### config.mk
export PLATFORM = sky130hd
export DESIGN_NAME = csr_regfile_flat
export DESIGN_NICKNAME = d
export VERILOG_FILES = /design/src/rtl/csr_regfile_if.sv /design/src/rtl/csr_regfile.sv /design/src/flat_wrapper.sv
export SDC_FILE = /design/constraint.sdc
export NUM_CORES = 1
export LEC_CHECK = 0
export ABC_AREA = 0
export ABC_CLOCK_PERIOD_IN_PS = 6700
export BUFFER_PORTS_ARGS = -buffer_cell sky130_fd_sc_hd__buf_2
export CORE_MARGIN = 10
export CORE_UTILIZATION = 35
export DETAILED_ROUTE_END_ITERATION = 10
export SYNTH_ARGS = -nofsm -noshare
export SYNTH_HDL_FRONTEND = slang
export SYNTH_SLANG_ARGS = --single-unit
### constraint.sdc
create_clock -name I_clk -period 6.7 [get_ports I_clk]
set_clock_uncertainty 0.15 [all_clocks]
set_input_delay 1.34 -clock I_clk [delete_from_list [all_inputs] [get_ports I_clk]]
set_output_delay 1.34 -clock I_clk [all_outputs]
set_load 0.005 [all_outputs]
### src/rtl/csr_regfile_if.sv
// csr_regfile_if: CSR read/write, trap and retire signals between the execute stage and the CSR file
interface csr_regfile_if #(parameter int XLEN = 32);
  logic            I_csr_re;
  logic [11:0]     I_csr_raddr;
  logic [XLEN-1:0] O_csr_rdata;
  logic            I_csr_we;
  logic [11:0]     I_csr_waddr;
  logic [XLEN-1:0] I_csr_wdata;
  logic            I_ecall;
  logic            I_mret;
  logic [XLEN-1:0] I_ex_pc;
  logic            I_instret;
  logic            O_redirect_valid;
  logic [XLEN-1:0] O_redirect_pc;
  logic            O_illegal_csr;
  modport slave (
    input  I_csr_re, I_csr_raddr, I_csr_we, I_csr_waddr, I_csr_wdata,
    input  I_ecall, I_mret, I_ex_pc, I_instret,
    output O_csr_rdata, O_redirect_valid, O_redirect_pc, O_illegal_csr
  );
  modport master (
    output I_csr_re, I_csr_raddr, I_csr_we, I_csr_waddr, I_csr_wdata,
    output I_ecall, I_mret, I_ex_pc, I_instret,
    input  O_csr_rdata, O_redirect_valid, O_redirect_pc, O_illegal_csr
  );
endinterface

### src/rtl/csr_regfile.sv
// csr_regfile: machine-mode CSRs with ecall/mret trap state, 64-bit mcycle/minstret and illegal-access flag
module csr_regfile #(
  parameter int              XLEN        = 32,
  parameter logic [XLEN-1:0] MTVEC_RST   = 32'h0000_0000,
  parameter logic [XLEN-1:0] MSTATUS_RST = 32'h0000_1800
) (
  input logic           I_clk,
  input logic           I_rst_n,
  csr_regfile_if.slave  bus
);
  logic            mie_q, mie_d, mpie_q, mpie_d;
  logic [XLEN-1:0] mtvec_q, mtvec_d, mepc_q, mepc_d, mscratch_q, mscratch_d, mcause_q, mcause_d;
  logic [63:0]     mcycle_q, mcycle_d, minstret_q, minstret_d;
  logic [XLEN-1:0] mstatus, rdata, wd;
  logic            ill_w, wr;
  logic [11:0]     wa;
  function automatic logic impl(input logic [11:0] a);
    return a inside {12'h300, 12'h305, 12'h340, 12'h341, 12'h342, 12'hB00, 12'hB02,
                     12'hB80, 12'hB82, 12'hF11, 12'hF12};
  endfunction
  assign mstatus = {19'b0, 2'b11, 3'b0, mpie_q, 3'b0, mie_q, 3'b0};
  always_comb begin
    rdata = '0;
    case (bus.I_csr_raddr)
      12'h300: rdata = mstatus;
      12'h305: rdata = mtvec_q;
      12'h340: rdata = mscratch_q;
      12'h341: rdata = mepc_q;
      12'h342: rdata = mcause_q;
      12'hB00: rdata = mcycle_q[31:0];
      12'hB02: rdata = minstret_q[31:0];
      12'hB80: rdata = mcycle_q[63:32];
      12'hB82: rdata = minstret_q[63:32];
      default: ;
    endcase
  end
  assign ill_w = bus.I_csr_we & (~impl(bus.I_csr_waddr) | (bus.I_csr_waddr[11:10] == 2'b11));
  assign bus.O_csr_rdata      = rdata;
  assign bus.O_illegal_csr    = (bus.I_csr_re & ~impl(bus.I_csr_raddr)) | ill_w;
  assign bus.O_redirect_valid = bus.I_ecall | bus.I_mret;
  assign bus.O_redirect_pc    = bus.I_ecall ? mtvec_q : bus.I_mret ? mepc_q : '0;
  // traps take precedence and swallow any same-cycle CSR write
  assign wr = bus.I_csr_we & ~ill_w & ~bus.I_ecall & ~bus.I_mret;
  assign wa = bus.I_csr_waddr;
  assign wd = bus.I_csr_wdata;
  always_comb begin
    mie_d      = bus.I_ecall ? 1'b0 : bus.I_mret ? mpie_q : (wr && wa == 12'h300) ? wd[3] : mie_q;
    mpie_d     = bus.I_ecall ? mie_q : bus.I_mret ? 1'b1 : (wr && wa == 12'h300) ? wd[7] : mpie_q;
    mtvec_d    = (wr && wa == 12'h305) ? {wd[XLEN-1:2], 2'b00} : mtvec_q;
    mepc_d     = bus.I_ecall ? {bus.I_ex_pc[XLEN-1:2], 2'b00} :
                 (wr && wa == 12'h341) ? {wd[XLEN-1:2], 2'b00} : mepc_q;
    mcause_d   = bus.I_ecall ? XLEN'(11) : (wr && wa == 12'h342) ? wd : mcause_q;
    mscratch_d = (wr && wa == 12'h340) ? wd : mscratch_q;
    mcycle_d   = (wr && wa == 12'hB00) ? {mcycle_q[63:32], wd} :
                 (wr && wa == 12'hB80) ? {wd, mcycle_q[31:0]} : mcycle_q + 64'd1;
    minstret_d = (wr && wa == 12'hB02) ? {minstret_q[63:32], wd} :
                 (wr && wa == 12'hB82) ? {wd, minstret_q[31:0]} :
                 minstret_q + {63'd0, bus.I_instret};
  end
  always_ff @(posedge I_clk) begin
    if (!I_rst_n) begin
      mie_q      <= MSTATUS_RST[3];
      mpie_q     <= MSTATUS_RST[7];
      mtvec_q    <= MTVEC_RST;
      mepc_q     <= '0;
      mscratch_q <= '0;
      mcause_q   <= '0;
      mcycle_q   <= '0;
      minstret_q <= '0;
    end else begin
      mie_q      <= mie_d;
      mpie_q     <= mpie_d;
      mtvec_q    <= mtvec_d;
      mepc_q     <= mepc_d;
      mscratch_q <= mscratch_d;
      mcause_q   <= mcause_d;
      mcycle_q   <= mcycle_d;
      minstret_q <= minstret_d;
    end
  end
endmodule

### src/flat_wrapper.sv
// flat-port wrapper written by rule: the top's interface ports become plain ports
module csr_regfile_flat 
#(
  parameter int              XLEN        = 32,
  parameter logic [XLEN-1:0] MTVEC_RST   = 32'h0000_0000,
  parameter logic [XLEN-1:0] MSTATUS_RST = 32'h0000_1800
)
  (I_clk, I_rst_n, bus_I_csr_re, bus_I_csr_raddr, bus_I_csr_we, bus_I_csr_waddr, bus_I_csr_wdata, bus_I_ecall, bus_I_mret, bus_I_ex_pc, bus_I_instret, bus_O_csr_rdata, bus_O_redirect_valid, bus_O_redirect_pc, bus_O_illegal_csr);
  csr_regfile_if #(.XLEN(XLEN)) bus_i ();
  input logic I_clk;
  input logic I_rst_n;
  input wire logic [$bits(bus_i.I_csr_re)-1:0] bus_I_csr_re;
  input wire logic [$bits(bus_i.I_csr_raddr)-1:0] bus_I_csr_raddr;
  input wire logic [$bits(bus_i.I_csr_we)-1:0] bus_I_csr_we;
  input wire logic [$bits(bus_i.I_csr_waddr)-1:0] bus_I_csr_waddr;
  input wire logic [$bits(bus_i.I_csr_wdata)-1:0] bus_I_csr_wdata;
  input wire logic [$bits(bus_i.I_ecall)-1:0] bus_I_ecall;
  input wire logic [$bits(bus_i.I_mret)-1:0] bus_I_mret;
  input wire logic [$bits(bus_i.I_ex_pc)-1:0] bus_I_ex_pc;
  input wire logic [$bits(bus_i.I_instret)-1:0] bus_I_instret;
  output wire logic [$bits(bus_i.O_csr_rdata)-1:0] bus_O_csr_rdata;
  output wire logic [$bits(bus_i.O_redirect_valid)-1:0] bus_O_redirect_valid;
  output wire logic [$bits(bus_i.O_redirect_pc)-1:0] bus_O_redirect_pc;
  output wire logic [$bits(bus_i.O_illegal_csr)-1:0] bus_O_illegal_csr;
  assign bus_i.I_csr_re = bus_I_csr_re;
  assign bus_i.I_csr_raddr = bus_I_csr_raddr;
  assign bus_i.I_csr_we = bus_I_csr_we;
  assign bus_i.I_csr_waddr = bus_I_csr_waddr;
  assign bus_i.I_csr_wdata = bus_I_csr_wdata;
  assign bus_i.I_ecall = bus_I_ecall;
  assign bus_i.I_mret = bus_I_mret;
  assign bus_i.I_ex_pc = bus_I_ex_pc;
  assign bus_i.I_instret = bus_I_instret;
  assign bus_O_csr_rdata = bus_i.O_csr_rdata;
  assign bus_O_redirect_valid = bus_i.O_redirect_valid;
  assign bus_O_redirect_pc = bus_i.O_redirect_pc;
  assign bus_O_illegal_csr = bus_i.O_illegal_csr;
  csr_regfile #(.XLEN(XLEN), .MTVEC_RST(MTVEC_RST), .MSTATUS_RST(MSTATUS_RST)) u_core (.I_clk(I_clk), .I_rst_n(I_rst_n), .bus(bus_i));
endmodule
==> results.json, run 1 <==
{
  "numPortBuffers": 156,
  "slew_violations": 0,
  "peakVddDrop_v": 0.000180,
  "avgViaCountPerCell": 6.30,
  "grt_pass1_wl_um": 104000,
  "synthFlopType": "dfxtp_1",
  "crit_type": "in2out",
  "setup_tns_ns": 0,
  "pre_cts_ws_ns": 1.49,
  "rsz0062_at_grt": "no",
  "yosysTopAreaCell": "dfxtp_1",
  "clock-root-buffer": "clkbuf_16",
  "final_common_cell": "nand2_1",
  "n_antenna_cell": 0,
  "final_cell_mix": "nand2_1, dfxtp_1, a21oi_1",
  "max_cap_viol_count": 0,
  "synth_area_leaders": "dfxtp_1, nand2_1, a21oi_1, a22oi_1, o21ai_0",
  "yosys_warnings": 0,
  "met2WireLength_um": 32700,
  "antenna_found_initial": 2,
  "critPathLaunchType": "input port",
  "fp.dieH_um": 230,
  "ys_seq_area_share_pct": 32.9,
  "cts_buffers": 30,
  "met3RoutedLength_um": 7240,
  "fp-row-count": 76,
  "wl_um": 70100,
  "dp_hpwl_um": 48700,
  "gp_congestion": 0.972,
  "grt-ovfl-total": 0,
  "fp.dieW_um": 230,
  "htreeDepth": 1,
  "tightestPinTransition_ns": 1.14,
  "cts_resized": 0,
  "fin_nets": 2268,
  "fmax_mhz": 190,
  "cts_buffer_depth": 3,
  "total_leakage_power_nw": 5.65,
  "clock-sinks": 254,
  "drive_above_1_share_pct": 13.4,
  "cts_hold_buf": 0,
  "fin_util_pct": 40.4,
  "slew_headroom_pct": 23.2,
  "vias": 17500,
  "cp-end-kind": "output port",
  "outcome": "finished clean",
  "core_area_um2": 43400,
  "first_pass_iters": 10,
  "synth_top_area_share_pct": 32.9,
  "insertion_delay_ns": 0.59,
  "initial_core_util_pct": 35.6,
  "setup_slack_ns": 1.43,
  "grt_max_degree": 89,
  "powerDensity_nw_per_um2": 199,
  "ys_ff_latch": 254,
  "num_io_pins": 161,
  "critPathRequiredTime_ns": 5.21,
  "synth_cell_type_count": 79,
  "period_share_pct": 78.7,
  "clkTransAtPathRegs_ns": 0.06,
  "hold_class": "reg2reg",
  "cp_data_arrival_time_ns": 3.78,
  "syn_area_um2": 15400,
  "grt_pass1_vias": 16100,
  "drtIter0Drc": 2239,
  "tritoncts": "done",
  "period_needed_ns": 5.27,
  "route.detailed.drc": 0,
  "cp_max_fo": 32,
  "synthToLayoutAreaGrowth_pct": 13.5,
  "synth-edff-count": 0,
  "dieArea_um2": 52900,
  "wl_per_cell_um": 25.2,
  "postCtsSetupBuffers": 0,
  "setup_violations": 0,
  "syn_avg_cell_area_um2": 7.22,
  "final-hold-violation-count": 0,
  "wl_met1_um": 27500,
  "synthCells": 2139,
  "async_flop_share_pct": 0,
  "antenna_left": 0,
  "top_layer": "met5",
  "grt_util_all_layers_pct": 25.0,
  "whs_ns": 0.300
}
==> power by group <==
| part | switching, W | leakage, nW | internal [W] | total (W) |
|---|---|---|---|---|
| combinational | 0.000158 | 3.09 | 0.0000615 | 0.000219 |
| clock | 0.000708 | 0.508 | 0.00101 | 0.00172 |
| sequential | 0.0000209 | 2.05 | 0.00153 | 0.00155 |
| total | 0.000887 | 5.65 | 0.00260 | 0.00349 |
==> critical path, cell delays in order <==
cell      delay [ns]
buf_2           0.09
nand3b_1        0.17
or4_1           0.52
or4_1           0.58
nor2_2          0.10
buf_4           0.42
a22oi_1         0.18
nand4_1         0.20
buf_2           0.16
==> cell families after synthesis <==
family,synth area share [%]
adders and majority gates,0.243
xor gates and xnor gates,0.738
and+or+nand+nor,31.2
muxes,2.88
other,0.0243
DFF,32.9
buffers and inverters,5.93
AOI/OAI and AO/OA,26.1
==> per-stage QoR <==
stage / area, um2 / std cells / total power [W]
finish: 17500 / 2778 / 0.00349
global route: 17500 / 2778 / 0.00357
CTS: 17500 / 2778 / 0.00350
detailed placement: 16500 / 2723 / 0.00179
global placement: 16500 / 2723 / 0.00179
floorplan: 15400 / 2140 / 0.00169
==> Yosys cell counts (6+ instances only) <==
cell type and n:
or3_1 18, a22oi_1 96, clkbuf_1 141, a222oi_1 31, mux2i_1 41, and4_1 12
and2_1 21, nor3_1 52, o22ai_1 12, a31oi_1 37, o211ai_1 17, dfxtp_1 254
a21oi_1 185, inv_1 18, nand3_1 94, or4_1 22, o21a_1 39, xnor2_1 8
nor4_1 37, nand2b_1 9, o31ai_1 12, a22o_1 19, and3_1 24, a221oi_1 6
a21o_1 6, clkbuf_2 7, nand4_1 86, nand2_1 438, a211oi_1 7, o21ai_0 115
nor2_1 124, buf_2 43
==> sequential cells by signal, indices dropped and copies added, names as in the netlist <==
signal and flops:
u_core.mtvec_q 30, u_core.mepc_q 30, u_core.mcause_q 32, u_core.mpie_q 1, u_core.mscratch_q 32, u_core.mcycle_q 64, u_core.mie_q 1, u_core.minstret_q 64
==> layer usage <==
layer / GRT usage (%) / vias to the layer above
met5: 0 / -
li1: - / 7939
met2: 40.9 / 945
met3: 4.91 / 161
met1: 32.0 / 8462
met4: 9.25 / 4
==> worst paths after layout <==
kind | start | slack, ns | cells past startpoint | endpoint
max reg2reg | u_core.mcycle_q[14] | 3.25 | 6 | u_core.mcycle_q[58]
max | bus_I_csr_raddr[5] | 1.43 | 9 | bus_O_csr_rdata[31]
min | u_core.mcause_q[5] | 0.30 | 2 | u_core.mcause_q[5]
min reg2reg | u_core.mcause_q[5] | 0.30 | 2 | u_core.mcause_q[5]
==> cell type report <==
class	count	area (um2)
fillers	4573	25800
multi-input cells	1668	9510
flip-flops and latches	254	5080
well taps	585	732
clock buffers	45	918
inverters	18	72.6
clock inverters	10	103
repair buffers	198	1100
Note: power is estimated with default switching activity, not from simulation.
==> run 2: changes to the inputs <==
ABC_CLOCK_PERIOD_IN_PS = 5200   (was 6700)
clock period = 5.2 ns   (was 6.7 ns; I/O delays follow)
==> run 2 against run 1 <==
Against the previous run: largest power group unchanged; sequential share of layout area shrank 0.20 points; hold slack improved by 0.00099 ns; critical path depth did not move; first-iteration DRC count rose by 11%; largest cell class unchanged; die area unchanged; non-clock buffer count is 9 higher; count of clock-buffer cells in the layout shrank 4; setup slack worse by 0.84 ns; design area increased by 0.69%; via count up 1.6%; sequential power up 28%.
==> results.json, run 2 (synthesis gave the netlist of run 1 again) <==
{
  "tightestPinTransition_ns": 0.989,
  "grt_max_degree": 87,
  "dieArea_um2": 52900,
  "cts_hold_buf": 0,
  "period_needed_ns": 4.61,
  "worstSetupStartpoint": "bus_I_csr_raddr[5]",
  "gp_congestion": 0.968,
  "route.detailed.drc": 0,
  "outcome": "finished clean",
  "combPwrFrac_pct": 6.4,
  "powerDensity_nw_per_um2": 256,
  "wl_um": 70700,
  "r2r_start": "u_core.mcycle_q[14]",
  "insertion_delay_ns": 0.58,
  "fp.dieW_um": 230,
  "htreeDepth": 1,
  "fmax_mhz": 217,
  "numPortBuffers": 156,
  "fp.dieH_um": 230,
  "tritoncts": "done",
  "p_seq_share_pct": 44.1,
  "fp-row-count": 76,
  "drtIter0Drc": 2482,
  "fin_nets": 2277,
  "fin_util_pct": 40.7,
  "met3RoutedLength_um": 7820,
  "hold_class": "reg2reg",
  "intPower_w": 0.00340,
  "cp_max_fo": 28,
  "synthToLayoutAreaGrowth_pct": 14.3,
  "peakVddDrop_v": 0.000229,
  "slew_headroom_pct": 33.6,
  "antenna_left": 0,
  "slew_violations": 0,
  "place_area_um2": 16600,
  "critPathLaunchType": "input port",
  "core_area_um2": 43400,
  "vias": 17800,
  "wl_met1_um": 26600,
  "cp_slowest_cell": "or4_1",
  "p_sw_share_pct": 24.9,
  "grt-ovfl-total": 0,
  "clkTransAtPathRegs_ns": 0.06,
  "crit_type": "in2out",
  "setup_violations": 0,
  "avgViaCountPerCell": 6.39,
  "met2WireLength_um": 32700,
  "top_layer": "met5",
  "total_leakage_power_nw": 5.71,
  "n_antenna_cell": 0,
  "cp_top_family": "simple AND/OR/NAND/NOR gates",
  "cts_buffers": 30,
  "reg_top3": "u_core.mcycle_q: 64 flops, u_core.minstret_q: 64 flops",
  "crit_path_cell_trace": "buf_2 -> nand3b_1 -> or4_1 -> or4_1 -> nor2_2 -> buf_4 -> a22oi_1 -> nand4_1 -> buf_2",
  "cts_buffer_depth": 3,
  "final_area_um2": 17600,
  "dp_hpwl_um": 49300,
  "p_clk_share_pct": 49.6,
  "cp-end-kind": "output port",
  "grt_pass1_wl_um": 106000,
  "final_cell_mix": "nand2_1, dfxtp_1, a21oi_1",
  "clock-root-buffer": "clkbuf_16",
  "final_common_cell": "nand2_1",
  "grt_pass1_vias": 16600,
  "rsz0062_at_grt": "no",
  "drive_above_1_share_pct": 13.7,
  "num_io_pins": 161,
  "p_sw_w": 0.00113,
  "postCtsSetupBuffers": 0,
  "hp-start": "u_core.mscratch_q[29]",
  "wl_per_cell_um": 25.4,
  "setup_tns_ns": 0,
  "critPathRequiredTime_ns": 4.01,
  "initial_core_util_pct": 35.6,
  "period_share_pct": 88.6,
  "critical_path_buf_inv_count": 3,
  "cp_data_arrival_time_ns": 3.42,
  "first_pass_iters": 10,
  "cts_resized": 0,
  "cpPeakStageDelay_ns": 0.60,
  "grt_util_all_layers_pct": 25.5,
  "max_cap_viol_count": 0,
  "antenna_found_initial": 1,
  "final-hold-violation-count": 0,
  "fillers": 4524,
  "clock-sinks": 254
}
## run 2: stage by stage
| stage | worst slack, ns | hold slack (ns) | instances | total power [W] |
|---|---|---|---|---|
| after floorplan | 1.05 | 0.282 | 2140 | 0.00217 |
| after global placement | 0.657 | 0.288 | 2732 | 0.00231 |
| after detailed placement | 0.626 | 0.295 | 2732 | 0.00231 |
| after CTS | 0.615 | 0.303 | 2784 | 0.00452 |
| after global routing | 0.513 | 0.314 | 2784 | 0.00463 |
| final | 0.594 | 0.301 | 2784 | 0.00452 |
## run 2: per-layer routing
layer	track usage (%)	vias up
li1	-	7961
met1	32.0	8551
met2	41.3	1057
met3	4.68	218
met4	12.5	2
met5	0	-
## run 2: path summary, 6_finish.rpt
| check | to | slack [ns] | depth (start not counted) |
|---|---|---|---|
| max | bus_O_csr_rdata[29] | 0.59 | 9 |
| min | u_core.mscratch_q[29] | 0.30 | 2 |
| max reg2reg | u_core.mcycle_q[60] | 1.90 | 6 |
| min reg2reg | u_core.mscratch_q[29] | 0.30 | 2 |
## run 2: worst register-to-register path: cells and delay by family, from the launching register on
kind | cells | cell delay (ns)
simple gates | 3 | 1.67
compound gates | 3 | 0.77
flops | 1 | 0.58
## run 2: final cells by class
class                   count  area [um2]  area share, %
repair buffers            207        1220           6.89
flip-flops and latches    254        5080           28.8
clock buffers              41         863           4.89
multi-input cells        1668        9520           53.9
clock inverters            11         159          0.901
inverters                  18        72.6          0.411
well taps                 585         732           4.15
## run 2: power groups by stage
| stage | clock network (W) | registers, W | logic (W) |
|---|---|---|---|
| after global placement | 0 | 0.00203 | 0.000276 |
| final | 0.00224 | 0.00199 | 0.000287 |
| after global routing | 0.00233 | 0.00199 | 0.000304 |
| after floorplan | 0 | 0.00202 | 0.000153 |
| after detailed placement | 0 | 0.00204 | 0.000278 |
| after CTS | 0.00225 | 0.00199 | 0.000280 |
